==> config.mk <==
export PLATFORM = sky130hd
export DESIGN_NAME = hart_irq_ctrl
export DESIGN_NICKNAME = d
export VERILOG_FILES = /design/src/rtl/irq_pkg.sv /design/src/rtl/irq_prio_enc.sv /design/src/rtl/hart_irq_ctrl.sv
export SDC_FILE = /design/constraint.sdc
export NUM_CORES = 1
export LEC_CHECK = 0
export BUFFER_PORTS_ARGS = -buffer_cell sky130_fd_sc_hd__buf_2
export CAP_MARGIN = 10
export CORE_ASPECT_RATIO = 1.4
export CORE_MARGIN = 2
export CORE_UTILIZATION = 35
export CTS_BUF_LIST = sky130_fd_sc_hd__clkbuf_8
export CTS_CLUSTER_DIAMETER = 30
export DETAILED_ROUTE_END_ITERATION = 7
export PLACE_DENSITY_LB_ADDON = 0.08
export SLEW_MARGIN = 20
export SYNTH_ARGS = -nofsm -noshare
export SYNTH_HDL_FRONTEND = slang
export SYNTH_SLANG_ARGS = --single-unit
==> constraint.sdc <==
create_clock -name CLK -period 2.9 [get_ports CLK]
set_input_delay 0.29 -clock CLK [delete_from_list [all_inputs] [get_ports CLK]]
set_output_delay 0.29 -clock CLK [all_outputs]
set_load 0.05 [all_outputs]
==> src/rtl/irq_pkg.sv <==
// Shared CSR addresses, interrupt bit positions, cause codes and FSM encoding
// for the hart interrupt controller (HART_IRQ_MEIP_EN enables the MEI source).
package irq_pkg;

    localparam logic [11:0] CSR_MIE = 12'h304;
    localparam logic [11:0] CSR_MIP = 12'h344;

    localparam int MSI_BIT = 3;
    localparam int MTI_BIT = 7;
    localparam int MEI_BIT = 11;

    localparam logic [31:0] CAUSE_MSI = 32'h8000_0003;
    localparam logic [31:0] CAUSE_MTI = 32'h8000_0007;
    localparam logic [31:0] CAUSE_MEI = 32'h8000_000B;

`ifdef HART_IRQ_MEIP_EN
    localparam logic [31:0] IRQ_MASK = 32'h0000_0888;
`else
    localparam logic [31:0] IRQ_MASK = 32'h0000_0088;
`endif

    typedef enum logic [1:0] {
        ST_IDLE,
        ST_REQ,
        ST_ACTIVE,
        ST_HOLD
    } irq_state_e;

    typedef struct packed {
        logic mei;
        logic msi;
        logic mti;
    } irq_vec_t;

endpackage

==> src/rtl/irq_prio_enc.sv <==
// Fixed-priority encoder: eligible sources -> valid flag and mcause value.
// Priority is MEI > MSI > MTI.
module irq_prio_enc
    import irq_pkg::*;
(
    input  irq_vec_t    elig_i,
    output logic        valid_o,
    output logic [31:0] cause_o
);

    // Pick the highest-priority eligible source; arms are mutually exclusive
    always_comb begin
        valid_o = 1'b1;
        cause_o = '0;
        unique case (1'b1)
            elig_i.mei: cause_o = CAUSE_MEI;
            (elig_i.msi && !elig_i.mei): cause_o = CAUSE_MSI;
            (elig_i.mti && !elig_i.msi && !elig_i.mei): cause_o = CAUSE_MTI;
            default: valid_o = 1'b0;
        endcase
    end

endmodule

==> src/rtl/hart_irq_ctrl.sv <==
// Machine-mode interrupt controller: mip/mie CSRs, priority select, trap FSM.
// Define HART_IRQ_MEIP_EN to add the external interrupt (w_meip, bit 11).
module hart_irq_ctrl
    import irq_pkg::*;
#(
    parameter int HOLDOFF = 0
) (
    input  logic        CLK,
    input  logic        RST_X,
    input  logic        w_mtip,
    input  logic        w_msip,
`ifdef HART_IRQ_MEIP_EN
    input  logic        w_meip,
`endif
    input  logic        w_mstatus_mie,
    input  logic        w_csr_we,
    input  logic [11:0] w_csr_addr,
    input  logic [31:0] w_csr_wdata,
    output logic [31:0] w_csr_rdata,
    output logic        w_irq_req,
    output logic [31:0] w_irq_cause,
    input  logic        w_irq_ack,
    input  logic        w_mret
);

    irq_state_e  state_q;
    logic [31:0] mip_q, mip_d;
    logic [31:0] mie_q;
    logic [3:0]  cnt_q;
    logic        req_q;
    logic [31:0] cause_q;
    irq_vec_t    elig;
    logic        enc_valid;
    logic [31:0] enc_cause;

    // Pending bits sampled straight from the interrupt lines
    always_comb begin
        mip_d = '0;
        mip_d[MTI_BIT] = w_mtip;
        mip_d[MSI_BIT] = w_msip;
`ifdef HART_IRQ_MEIP_EN
        mip_d[MEI_BIT] = w_meip;
`endif
    end

    // mip follows the lines; mie keeps only implemented enable bits
    always_ff @(posedge CLK or negedge RST_X) begin
        if (!RST_X) begin
            mip_q <= '0;
            mie_q <= '0;
        end else begin
            mip_q <= mip_d;
            if (w_csr_we && w_csr_addr == CSR_MIE)
                mie_q <= w_csr_wdata & IRQ_MASK;
        end
    end

    // CSR read port, unknown addresses read zero
    always_comb begin
        case (w_csr_addr)
            CSR_MIE: w_csr_rdata = mie_q;
            CSR_MIP: w_csr_rdata = mip_q;
            default: w_csr_rdata = '0;
        endcase
    end

    // Eligible sources gated by the global enable
    always_comb begin
        elig.mei = mip_q[MEI_BIT] & mie_q[MEI_BIT] & w_mstatus_mie;
        elig.msi = mip_q[MSI_BIT] & mie_q[MSI_BIT] & w_mstatus_mie;
        elig.mti = mip_q[MTI_BIT] & mie_q[MTI_BIT] & w_mstatus_mie;
    end

    irq_prio_enc u_prio (
        .elig_i  (elig),
        .valid_o (enc_valid),
        .cause_o (enc_cause)
    );

    // Trap handshake FSM with registered request/cause and mret holdoff
    always_ff @(posedge CLK or negedge RST_X) begin
        if (!RST_X) begin
            state_q <= ST_IDLE;
            cnt_q   <= '0;
            req_q   <= 1'b0;
            cause_q <= '0;
        end else begin
            unique case (state_q)
                ST_IDLE: begin
                    if (enc_valid) begin
                        state_q <= ST_REQ;
                        req_q   <= 1'b1;
                        cause_q <= enc_cause;
                    end
                end
                ST_REQ: begin
                    if (w_irq_ack) begin
                        state_q <= ST_ACTIVE;
                        req_q   <= 1'b0;
                    end else if (!enc_valid) begin
                        state_q <= ST_IDLE;
                        req_q   <= 1'b0;
                    end
                end
                ST_ACTIVE: begin
                    if (w_mret) begin
                        if (HOLDOFF == 0) begin
                            state_q <= ST_IDLE;
                        end else begin
                            state_q <= ST_HOLD;
                            cnt_q   <= 4'(HOLDOFF);
                        end
                    end
                end
                ST_HOLD: begin
                    cnt_q <= cnt_q - 4'd1;
                    if (cnt_q <= 4'd1)
                        state_q <= ST_IDLE;
                end
                default: state_q <= ST_IDLE;
            endcase
        end
    end

    assign w_irq_req   = req_q;
    assign w_irq_cause = cause_q;

endmodule

==> results of run 1 <==
## layout make-up
| type | count | area [um^2] |
|---|---|---|
| Fill cell | 322 | 1830 |
| Multi-Input combinational cell | 99 | 502 |
| Sequential cell | 13 | 325 |
| Timing Repair Buffer | 29 | 150 |
| Tap cell | 37 | 46.3 |
| Clock buffer | 3 | 41.3 |
| Inverter | 3 | 11.3 |
| Clock inverter | 1 | 3.75 |
## metrics by stage
step	worst slack, ns	hold slack [ns]	cell area [um^2]
5_1_grt	1.15	0.144	1080
3_5_place_dp	1.20	0.199	1020
6_report	1.27	0.156	1080
3_3_place_gp	1.24	0.197	1020
2_1_floorplan	1.16	-0.00559	1290
4_1_cts	1.21	0.148	1080
## power by group through the flow
stage,combinational (W),sequential [W],clock [W]
6_report,0.000207,0.000188,0.000155
3_3_place_gp,0.000205,0.000191,0
2_1_floorplan,0.000239,0.000198,0
5_1_grt,0.000216,0.000189,0.000174
4_1_cts,0.000206,0.000188,0.000165
3_5_place_dp,0.000205,0.000191,0
## worst max-delay path: stages
cell     delay [ns]
buf_2          0.10
nor4b_1        0.39
nand3_1        0.16
nor2_1         0.13
buf_2          0.27
## routing by layer
metal  track usage (%)  part of all wire, %  vias up  wire (um)
met5                 0                    0        -          0
met4              3.60                    0        0          0
met3              3.02                   10        0        173
met2              17.8                   54       46        908
met1              10.2                   35      305        587
li1                  -                    -      329          -
## synth_stat cells, drive strengths merged, types with 2 or more instances
| master | instances | area share [%] |
|---|---|---|
| buf | 60 | 42 |
| dfrtp | 13 | 30 |
| nand2 | 5 | 1.7 |
| nor2 | 5 | 1.7 |
| nand3 | 4 | 1.9 |
| inv | 3 | 1.0 |
| a31oi | 2 | 1.2 |
| ha | 2 | 2.3 |
| mux2 | 2 | 2.1 |
| mux2i | 2 | 1.9 |
| o21ai | 2 | 0.93 |
| xnor2 | 2 | 1.6 |
## flip-flops by register name, indices dropped and copies added, names as in the netlist
signal / count
cnt_q: 4
mie_q: 2
mip_q: 2
state_q: 2
w_irq_cause: 2
w_irq_req: 1
## cell families (layout without fill, tap and decap cells)
family / after synthesis / after routing / synth area share [%]
buffers and inverters: 63 / 36 / 43.0
and+or+nand+nor: 25 / 25 / 13.2
DFF: 13 / 13 / 30.3
AOI/OAI and AO/OA: 7 / 7 / 4.54
muxes: 4 / 4 / 3.96
xor gates and xnor gates: 3 / 3 / 2.45
adders and majority gates: 2 / 2 / 2.33
other: 1 / 58 / 0.349
## final timing paths
| kind | start | endpoint | slack (ns) | depth (start not counted) |
|---|---|---|---|---|
| max in group asynchronous | RST_X | mie_q[7]$_DFFE_PN0P_ | 2.20 | 2 |
| worst min register to register | cnt_q[3]$_DFFE_PN0N_ | cnt_q[3]$_DFFE_PN0N_ | 0.48 | 1 |
| worst max-delay path | w_csr_addr[1] | w_csr_rdata[3] | 1.27 | 5 |
| worst max register to register | cnt_q[0]$_DFFE_PN0N_ | state_q[1]$_DFFE_PN0P_ | 1.44 | 5 |
| worst min-delay path | w_msip | mip_q[3]$_DFF_PN0_ | 0.16 | 1 |
| min in group asynchronous | RST_X | cnt_q[2]$_DFFE_PN0N_ | 0.46 | 2 |
==> flow_metrics.py, run 1 <==
metrics = {
    "power": {
        "p_clk_share_pct": 28.2,
        "switching_share_pct": 46.2,
        "switching_power_w": 0.000254,
        "p_int_w": 0.000296,
        "vdd_drop_max_uv": 257,
        "power_leakage_nw": 0.617,
        "seqPwrFrac_pct": 34.2,
        "finalPower_w": 0.000551,
        "combPwrFrac_pct": 37.7,
        "powerDensity_nw_per_um2": 510,
    },
    "critical_path": {
        "worst-setup-path-type": "in2out",
        "worst-path-max-fanout": 2,
        "crit_path_start_kind": "input port",
        "worstPathRequired_ns": 2.61,
        "worstPathArrival_ns": 1.34,
        "cp-end-kind": "primary output",
    },
    "die": {
        "initial_utilization_pct": 37.0,
        "die_w_um": 50.8,
        "pin_count": 117,
        "fp-row-count": 23,
        "die-area_um2": 3540,
        "die_h_um": 69.6,
        "core_area_um2": 2910,
    },
    "clock_network": {
        "cts_setup_buffers": 0,
        "cts_resized": 0,
        "cts-root-buf": "clkbuf_8",
        "path_clk_slew_ns": 0.05,
        "cts_buffer_depth": 2,
        "hold_buffers": 1,
        "clkSinkCount": 13,
        "numCtsBuffers": 3,
        "cts_max_level": 1,
        "cts_tree": "yes",
        "clk-insertion-delay-late_ns": 0.24,
    },
    "route": {
        "post_drt_wl_per_cell_um": 9.02,
        "routed_wl_um": 1670,
        "drt_iter0_markers": 12,
        "via_count": 680,
        "firstDrtPassIters": 4,
        "viasPerCell": 3.68,
        "ant_nets": 0,
        "drc_errors": 0,
    },
    "yosys": {
        "syn_area_per_cell_um2": 9.11,
        "netlist_area_um2": 1070,
        "postSynthCellCount": 118,
        "yosys_warnings": 0,
        "async_reset_ff_share_pct": 100,
        "ys_ff_latch": 13,
        "synth_edf_count": 0,
        "ys.flop_type": "dfrtp_1",
        "synth.distinct_cells": 29,
        "ys_seq_area_share_pct": 30.3,
    },
    "global_route": {
        "antenna_found_initial": 0,
        "grt_max_degree": 14,
        "overflow": 0,
        "grt_pass1_vias": 641,
        "grt_pass1_wl_um": 2730,
        "gr-usage-all-layers_pct": 9.79,
    },
    "sta": {
        "hold_viol": 0,
        "max_freq_mhz": 612,
        "skew_ns": 0.00244,
        "rsz0062_at_grt": "no",
        "min_period_ns": 1.63,
        "final_max_slew_viol_count": 0,
        "setup_tns_ns": 0,
        "setup_viol": 0,
        "fin_crit_sh_pct": 56.4,
    },
    "min_path": {
        "hold_path.class": "in2reg",
    },
    "final_layout": {
        "final_cells": 185,
        "mostFrequentLayoutCell": "conb_1",
        "fin_nets": 203,
        "area_growth_syn_to_layout_pct": 0.466,
        "layout_common_cells": "conb_1 (58), buf_2 (28), dfrtp_1 (13), nor2_1 (5), nand2_1 (5)",
        "final_core_util_pct": 37.2,
        "drive_gt1_share_pct": 24.3,
        "antennaDiodeCount": 0,
    },
    "placement": {
        "dp_cells": 180,
        "gp_congestion": 0.658,
        "place_hpwl_um": 1470,
        "io_buffer_count": 28,
    },
    "status": {
        "status": "finished, final reports clean",
    },
    "job": {
        "maxCapViolCount": 0,
    },
}
Power figures use the tool's default switching activity.
==> run 2: changes to the inputs <==
CORE_UTILIZATION = 32   (was 35)
clock period = 1.4 ns   (was 2.9 ns; I/O delays follow)
==> flow_metrics.py, run 2 (synthesis results as in run 1) <==
metrics = {
    "placement": {
        "io_buffer_count": 28,
        "place_hpwl_um": 1490,
        "dp_worst_setup_slack_ns": -0.0240,
        "placed_area_um2": 1050,
        "gp_congestion": 0.696,
    },
    "die": {
        "die_w_um": 53.0,
        "pin_count": 117,
        "initial_utilization_pct": 34.1,
        "die-area_um2": 3840,
        "die_h_um": 72.6,
        "fp-row-count": 24,
        "core_area_um2": 3150,
    },
    "global_route": {
        "grt_pass1_wl_um": 2370,
        "grt_pass1_vias": 610,
        "overflow": 0,
        "grt_max_degree": 14,
        "antenna_found_initial": 0,
        "gr-usage-all-layers_pct": 8.17,
    },
    "final_layout": {
        "area_growth_syn_to_layout_pct": 6.52,
        "finalInstanceArea_um2": 1140,
        "multi_input_area_um2": 527,
        "largest_reg_flops": 4,
        "fillers": 340,
        "final_core_util_pct": 36.3,
        "seqCellArea_um2": 325,
        "largest-register": "cnt_q",
        "fin_nets": 208,
        "mostFrequentLayoutCell": "conb_1",
        "layout_common_cells": "conb_1 (58), buf_2 (28), dfrtp_1 (13)",
        "antennaDiodeCount": 0,
        "drive_gt1_share_pct": 30.1,
    },
    "power": {
        "power_leakage_nw": 0.645,
        "vdd_drop_max_uv": 458,
        "powerDensity_nw_per_um2": 1000,
    },
    "sta": {
        "max_freq_mhz": 707,
        "rsz0062_at_grt": "yes",
        "skew_ns": 0.00509,
        "whs_ns": 0.00889,
        "fin_crit_sh_pct": 101,
        "setup_tns_ns": -0.0151,
        "setup_viol": 1,
        "hold_viol": 0,
        "min_period_ns": 1.42,
        "final_max_slew_viol_count": 0,
        "setup_slack_ns": -0.0151,
    },
    "route": {
        "routed_wl_um": 1780,
        "via_count": 700,
        "viasPerCell": 3.65,
        "ant_nets": 0,
        "maxUsedRoutingLayer": "met4",
        "firstDrtPassIters": 4,
        "drc_errors": 0,
        "wl_met3_um": 163,
        "drt_iter0_markers": 7,
        "wl_met2_um": 1020,
        "m1WireLength_um": 589,
        "post_drt_wl_per_cell_um": 9.27,
    },
    "status": {
        "failed_checks": "negative setup slack",
        "status": "finished, violations left",
    },
    "clock_network": {
        "cts_buffer_depth": 2,
        "clkSinkCount": 13,
        "cts-root-buf": "clkbuf_8",
        "path_clk_slew_ns": 0.06,
        "cts_max_level": 1,
        "clk-insertion-delay-late_ns": 0.24,
        "cts_tree": "yes",
        "numCtsBuffers": 3,
    },
    "min_path": {
        "hold_path.class": "in2reg",
    },
    "critical_path": {
        "worstPathRequired_ns": 1.53,
        "worst-path-max-fanout": 3,
        "cp-end-kind": "register",
        "worstPathArrival_ns": 1.55,
        "crit_path_start_kind": "register",
        "worst-setup-path-type": "reg2reg",
    },
    "job": {
        "maxCapViolCount": 0,
    },
}
[run 2: cell type report]
type / instances / share of cell area, %
Inverter: 3 / 0.984
Sequential cell: 13 / 28.4
Timing Repair Buffer: 34 / 16.4
Clock inverter: 1 / 0.328
Multi-Input combinational cell: 99 / 46.0
Tap cell: 39 / 4.26
Clock buffer: 3 / 3.61
[run 2: per-layer routing]
metal  global-route usage (%)  up-vias
met1                     9.03      315
li1                         -      340
met4                     3.42        0
met5                        0        -
met3                     1.43        2
met2                     14.9       43
[run 2: repair_timing]
action,CTS,global route
resized for setup,1,5
hold buffers,1,0
endpoints found under the hold margin,13,0
setup buffers,1,1
setup endpoints to repair,1,4
[run 2: worst paths after layout]
| check | startpoint | endpoint | slack (ns) | cells past startpoint |
|---|---|---|---|---|
| max in group asynchronous | RST_X | cnt_q[0]$_DFFE_PN0N_ | 0.86 | 2 |
| min in group asynchronous | RST_X | cnt_q[2]$_DFFE_PN0N_ | 0.31 | 2 |
| min | w_mtip | mip_q[7]$_DFF_PN0_ | 0.009 | 1 |
| max reg2reg | cnt_q[0]$_DFFE_PN0N_ | state_q[1]$_DFFE_PN0P_ | -0.02 | 5 |
| min reg2reg | cnt_q[3]$_DFFE_PN0N_ | cnt_q[3]$_DFFE_PN0N_ | 0.47 | 1 |
| max | cnt_q[0]$_DFFE_PN0N_ | state_q[1]$_DFFE_PN0P_ | -0.02 | 5 |
[run 2: through the flow]
step                power [W]  cells
floorplan            0.000906    175
global placement     0.000822    185
detailed placement   0.000822    185
CTS                   0.00116    191
global route          0.00120    192
finish                0.00114    192
[run 2: power by group]
part,internal [W],switching (W)
clock,0.000193,0.000128
sequential,0.000384,0.00000614
combinational,0.0000385,0.000395
total,0.000615,0.000529
[run 2: worst max-delay path, cell delays in order, from the launching register on]
cell	delay [ns]
dfrtp_1	0.39
buf_4	0.13
ha_1	0.13
nor2_1	0.04
or4_4	0.41
a31o_1	0.21
